$ cat config.mk
export PLATFORM = sky130hd
export DESIGN_NAME = bitwise_logic_unit_flat
export DESIGN_NICKNAME = d
export VERILOG_FILES = /design/src/rtl/bitwise_logic_unit_if.sv /design/src/rtl/bitwise_logic_unit.sv /design/src/flat_wrapper.sv
export SDC_FILE = /design/constraint.sdc
export NUM_CORES = 1
export LEC_CHECK = 0
export BUFFER_PORTS_ARGS = -buffer_cell sky130_fd_sc_hd__buf_2
export CORE_MARGIN = 2
export CORE_UTILIZATION = 59
export CTS_CLUSTER_SIZE = 30
export DETAILED_ROUTE_END_ITERATION = 8
export PLACE_DENSITY = 0.9
export REMOVE_ABC_BUFFERS = 1
export SYNTH_ARGS = -nofsm -noshare
export SYNTH_HDL_FRONTEND = slang
export SYNTH_SLANG_ARGS = --single-unit
$ cat constraint.sdc
create_clock -name clk -period 8.5 [get_ports clk]
set_input_delay 1.275 -clock clk [delete_from_list [all_inputs] [get_ports clk]]
set_output_delay 1.275 -clock clk [all_outputs]
set_load 0.005 [all_outputs]
$ cat src/rtl/bitwise_logic_unit_if.sv
// Valid/ready request/response bundle for the bitwise logic unit.
// The requester takes the master side and the unit takes the slave side.
interface bitwise_logic_unit_if #(
    parameter int WIDTH = 32
);
    logic             in_valid;
    logic             in_ready;
    logic [2:0]       op;
    logic [WIDTH-1:0] a;
    logic [WIDTH-1:0] b;
    logic             out_valid;
    logic             out_ready;
    logic [WIDTH-1:0] result;
    logic             zero;

    modport master (
        output in_valid, op, a, b, out_ready,
        input  in_ready, out_valid, result, zero
    );

    modport slave (
        input  in_valid, op, a, b, out_ready,
        output in_ready, out_valid, result, zero
    );
endinterface

$ cat src/rtl/bitwise_logic_unit.sv
// Multi-cycle bitwise logic engine: eight operations, SLICE bits per cycle, LSB slice first,
// with a zero flag accumulated across slices. IDLE -> RUN (N cycles) -> DONE handshake.
module bitwise_logic_unit #(
    parameter int WIDTH = 32,
    parameter int SLICE = 8
) (
    input  logic                 clk,
    input  logic                 rst,
    bitwise_logic_unit_if.slave  bus
);
    localparam int N  = WIDTH / SLICE;
    localparam int CW = (N > 1) ? $clog2(N) : 1;
    localparam logic [CW-1:0] K_LAST = CW'(N - 1);

    if (SLICE < 1 || SLICE > WIDTH || (WIDTH % SLICE) != 0) begin : g_bad_params
        $error("bitwise_logic_unit: WIDTH must be a non-zero multiple of SLICE");
    end

    typedef enum logic [1:0] {
        IDLE = 2'd0,
        RUN  = 2'd1,
        DONE = 2'd2
    } state_t;

    typedef enum logic [2:0] {
        OP_AND   = 3'b000,
        OP_OR    = 3'b001,
        OP_XOR   = 3'b010,
        OP_NOR   = 3'b011,
        OP_NAND  = 3'b100,
        OP_XNOR  = 3'b101,
        OP_ANDN  = 3'b110,
        OP_PASSA = 3'b111
    } op_t;

    state_t           state;
    op_t              op_reg;
    logic [WIDTH-1:0] a_reg;
    logic [WIDTH-1:0] b_reg;
    logic [WIDTH-1:0] res_reg;
    logic [CW-1:0]    k;
    logic             zero_acc;
    logic             out_valid_reg;
    logic             in_ready;
    logic             accept;
    logic [SLICE-1:0] a_sl;
    logic [SLICE-1:0] b_sl;
    logic [SLICE-1:0] slice;

    // in_ready must drop the moment rst rises and come back as soon as it falls,
    // so it is decoded from the state rather than held in its own flop.
    assign in_ready = (state == IDLE) && !rst;
    assign accept   = in_ready && bus.in_valid;

    // NOTE: operand registers carry no reset; they are only read after an accept has loaded them.
    always_ff @(posedge clk) begin
        if (accept) begin
            a_reg  <= bus.a;
            b_reg  <= bus.b;
            op_reg <= op_t'(bus.op);
        end
    end

    // NOTE: every variable written here gets a value on every path, so no latch is inferred.
    always_comb begin
        a_sl  = a_reg[int'(k)*SLICE +: SLICE];
        b_sl  = b_reg[int'(k)*SLICE +: SLICE];
        slice = '0;
        case (op_reg)
            OP_AND:   slice = a_sl & b_sl;
            OP_OR:    slice = a_sl | b_sl;
            OP_XOR:   slice = a_sl ^ b_sl;
            OP_NOR:   slice = ~(a_sl | b_sl);
            OP_NAND:  slice = ~(a_sl & b_sl);
            OP_XNOR:  slice = ~(a_sl ^ b_sl);
            OP_ANDN:  slice = a_sl & ~b_sl;
            OP_PASSA: slice = a_sl;
            default:  slice = a_sl;
        endcase
    end

    // NOTE: all state here is updated with non-blocking assignments so every flop sees pre-edge values.
    always_ff @(posedge clk or posedge rst) begin
        if (rst) begin
            state         <= IDLE;
            k             <= '0;
            res_reg       <= '0;
            zero_acc      <= 1'b0;
            out_valid_reg <= 1'b0;
        end else begin
            case (state)
                IDLE: begin
                    if (accept) begin
                        k        <= '0;
                        zero_acc <= 1'b1;
                        state    <= RUN;
                    end
                end
                RUN: begin
                    res_reg[int'(k)*SLICE +: SLICE] <= slice;
                    zero_acc <= zero_acc & ~|slice;
                    if (k == K_LAST) begin
                        k             <= '0;
                        state         <= DONE;
                        out_valid_reg <= 1'b1;
                    end else begin
                        k <= k + 1'b1;
                    end
                end
                DONE: begin
                    if (bus.out_ready) begin
                        state         <= IDLE;
                        out_valid_reg <= 1'b0;
                    end
                end
                default: begin
                    state         <= IDLE;
                    out_valid_reg <= 1'b0;
                end
            endcase
        end
    end

    // Outputs are gated so result/zero read as zero whenever no result is being offered.
    assign bus.in_ready  = in_ready;
    assign bus.out_valid = out_valid_reg;
    assign bus.result    = out_valid_reg ? res_reg : '0;
    assign bus.zero      = out_valid_reg & zero_acc;
endmodule
$ cat src/flat_wrapper.sv
// flat-port wrapper written by rule: the top's interface ports become plain ports
module bitwise_logic_unit_flat 
#(
    parameter int WIDTH = 32,
    parameter int SLICE = 8
)
  (clk, rst, bus_in_valid, bus_op, bus_a, bus_b, bus_out_ready, bus_in_ready, bus_out_valid, bus_result, bus_zero);
  bitwise_logic_unit_if #(.WIDTH(WIDTH)) bus_i ();
  input  logic clk;
  input  logic rst;
  input wire logic [$bits(bus_i.in_valid)-1:0] bus_in_valid;
  input wire logic [$bits(bus_i.op)-1:0] bus_op;
  input wire logic [$bits(bus_i.a)-1:0] bus_a;
  input wire logic [$bits(bus_i.b)-1:0] bus_b;
  input wire logic [$bits(bus_i.out_ready)-1:0] bus_out_ready;
  output wire logic [$bits(bus_i.in_ready)-1:0] bus_in_ready;
  output wire logic [$bits(bus_i.out_valid)-1:0] bus_out_valid;
  output wire logic [$bits(bus_i.result)-1:0] bus_result;
  output wire logic [$bits(bus_i.zero)-1:0] bus_zero;
  assign bus_i.in_valid = bus_in_valid;
  assign bus_i.op = bus_op;
  assign bus_i.a = bus_a;
  assign bus_i.b = bus_b;
  assign bus_i.out_ready = bus_out_ready;
  assign bus_in_ready = bus_i.in_ready;
  assign bus_out_valid = bus_i.out_valid;
  assign bus_result = bus_i.result;
  assign bus_zero = bus_i.zero;
  bitwise_logic_unit #(.WIDTH(WIDTH), .SLICE(SLICE)) u_core (.clk(clk), .rst(rst), .bus(bus_i));
endmodule
==> results_dict.tcl <==
set metrics [dict create \
    status "complete, no violations" \
    power_frac_seq 0.436 \
    r2r_slack_ns 5.45 \
    hold_path_class "register to register" \
    overflow 0 \
    io_buffers 105 \
    fp.dieW_um 98.0 \
    multi_input_area_sq_um 2020 \
    critPathBufInv 1 \
    p_sw_frac 0.365 \
    diodes 0 \
    antenna_found_initial 0 \
    fmax_mhz 328 \
    wl_mm 9.34 \
    vias 3416 \
    comb_power_share 0.411 \
    crit_type "register to register" \
    final.min_clock_period_ns 3.05 \
    setup_viol 0 \
    synth_ff_type "edfxtp_1" \
    route.detailed.drc 0 \
    initial_core_util 0.604 \
    cts-root-buf "clkbuf_8" \
    relSlewSlack 0.293 \
    grt_use_met3 0.0344 \
    hold_viol 0 \
    path_cells "mux4_2 -> inv_1 -> ha_1 -> mux2_2 -> a21o_1 -> a211oi_2 -> o211ai_1 -> o31ai_2" \
    post-synth-top-count-cell "edfxtp_1" \
    drv_cap 0 \
    cts_buffers 9 \
    synth_area_sq_um 5220 \
    hold_ws_ns 0.478 \
    synth_top_area_frac 0.386 \
    die_h_um 98.0 \
    yosysWarnings 0 \
    hpwl_mm 6.74 \
    dieArea_sq_um 9610 \
    ios 106 \
    postRouteAntennaNets 0 \
    p_leak_uw 0.00260 \
    gp_congestion 0.838 \
    worstPathRequired_ns 8.79 \
    cp_slowest_stage_delay_ns 0.95 \
    postSynthCellCount 396 \
    cts_tree "done" \
    cp_max_fo 21 \
    ir_drop_mv 0.153 \
    synthDistinctLibCells 57 \
    insertion_delay_ns 0.37 \
    wl_per_cell_um 15.3 \
    post_cts_resized 0 \
    ys_async_sr_fraction 0.362 \
    grt_max_degree 70 \
    rsz0062_at_grt "false" \
    areaGrowthSynthToFinish_pct 13.4 \
    rows 34 \
    critPathCaptureType "register" \
    synth_common_cells "edfxtp_1, dfrtp_1, nand2_1, and2_1, o21ai_0" \
    nNetsFinal 596 \
    startpoint_type "register" \
    skew_ns 0.0106 \
    grt_use_met2 0.338 \
    grt_util_met1 0.262 \
    crit_slowest_cell "dfrtp_1" \
    crit_arrival_ns 3.34 \
    p_int_uw 1090 \
    synth-seq-cells 105 \
    clock_sinks 105 \
    p_total_uw 1720 \
    cts_setup_buffers 0 \
    worst_slew_pin_slew_ns 1.06 \
    preCtsSetupSlack_ns 5.49 \
    grt_pass1_wl_mm 15.3 \
    via_per_inst 5.61 \
    htreeDepth 3 \
    drive_gt1_frac 0.293 \
    p_per_area_nw_per_um2 291 \
    track_usage 0.200 \
    synth.area.top_cells "edfxtp_1, dfrtp_1, ha_1" \
    dr.pass1.iters 4 \
    clk_transition_reported_paths_ns 0.10 \
    tns_ns 0 \
    fin_ws_ns 5.45 \
    critPathTopFamily "compound AO/OA/AOI/OAI gates" \
    seq_area_sq_um 2960 \
    period_share 0.359 \
    pwr-share-clk 0.153 \
    syn-mean-instance-area_sq_um 13.2 \
    p_sw_uw 627 \
    n_fill_cell 599 \
    synth_edf_count 67 \
    grt_busiest_layer "met2" \
    drtIter0Drc 156 \
    yosys.area.top_type "edfxtp_1" \
    yosysSeqAreaShare 0.568 \
    first_global_vias 3335 \
    hold_buffers 0 \
    ctsLongestPathBuffers 2 \
    finalMaxSlewViolations 0 \
    core_sq_um 8640 \
]
==> worst register-to-register path: cells and delay by family (launching register included) <==
| kind | cells | cell delay [ns] |
|---|---|---|
| AOI/OAI and AO/OA | 4 | 0.95 |
| buffers and inverters | 1 | 0.08 |
| adders and majority gates | 1 | 0.24 |
| muxes | 2 | 0.75 |
| DFF | 1 | 0.95 |
==> stage by stage <==
| step | instances | cell area (sq um) | util |
|---|---|---|---|
| 3_3_place_gp | 593 | 5750 | 0.666 |
| 6_report | 609 | 5920 | 0.685 |
| 5_1_grt | 609 | 5920 | 0.685 |
| 3_5_place_dp | 593 | 5750 | 0.666 |
| 4_1_cts | 609 | 5920 | 0.685 |
| 2_1_floorplan | 376 | 5060 | - |
==> power groups by stage <==
stage | Combinational (uW) | Sequential, uW | Clock (uW)
finish | 707 | 749 | 263
global route | 795 | 764 | 285
global placement | 662 | 752 | 0
detailed placement | 708 | 760 | 0
CTS | 714 | 749 | 264
floorplan | 487 | 752 | 0
==> final cells by class <==
| class | instances | area share |
|---|---|---|
| Tap cell | 108 | 0.0228 |
| Clock inverter | 6 | 0.00592 |
| Multi-Input combinational cell | 249 | 0.341 |
| Clock buffer | 10 | 0.0216 |
| Sequential cell | 105 | 0.501 |
| Timing Repair Buffer | 109 | 0.0939 |
| Inverter | 22 | 0.0140 |
==> worst paths after layout <==
check / end / startpoint / cells past startpoint
max: u_core.zero_acc / u_core.k[1] / 8
min in group asynchronous: u_core.res_reg[7] / rst / 3
min: u_core.res_reg[31] / u_core.res_reg[31] / 2
max reg2reg: u_core.zero_acc / u_core.k[1] / 8
min reg2reg: u_core.res_reg[31] / u_core.res_reg[31] / 2
max in group asynchronous: u_core.bus.out_valid / rst / 3
==> kinds of logic after synthesis <==
kind of cell / Yosys count / synth area share
DFF: 105 / 0.568
and+or+nand+nor: 122 / 0.128
AOI/OAI and AO/OA: 69 / 0.0940
adders and majority gates: 29 / 0.0695
buffers and inverters: 42 / 0.0456
muxes: 25 / 0.0880
xor gates and xnor gates: 4 / 0.00672
==> placed cells by master, fill, tap and decap left out, types with 4 or more instances in the layout <==
master    synthesis  layout
buf_2             6     105
clkbuf_8          2       9
mux4_2           14      14
a22o_1            8       8
o21ai_0          32      32
mux2i_1           8       8
nand2_1          36      36
edfxtp_1         67      67
dfrtp_1          38      38
and2_1           34      34
buf_4             0       4
o211ai_1          4       4
and3b_1           4       4
nor2_1           10      10
inv_1            22      21
nor3_1            4       4
ha_1             29      29
nor2b_1           9       9
==> metal layers <==
metal  routed length [um]  share of wire
met2                 4730           0.51
met5                    0              0
met3                  561          0.060
met4                  161          0.017
met1                 3890           0.42
(Power assumes the default switching activity.)
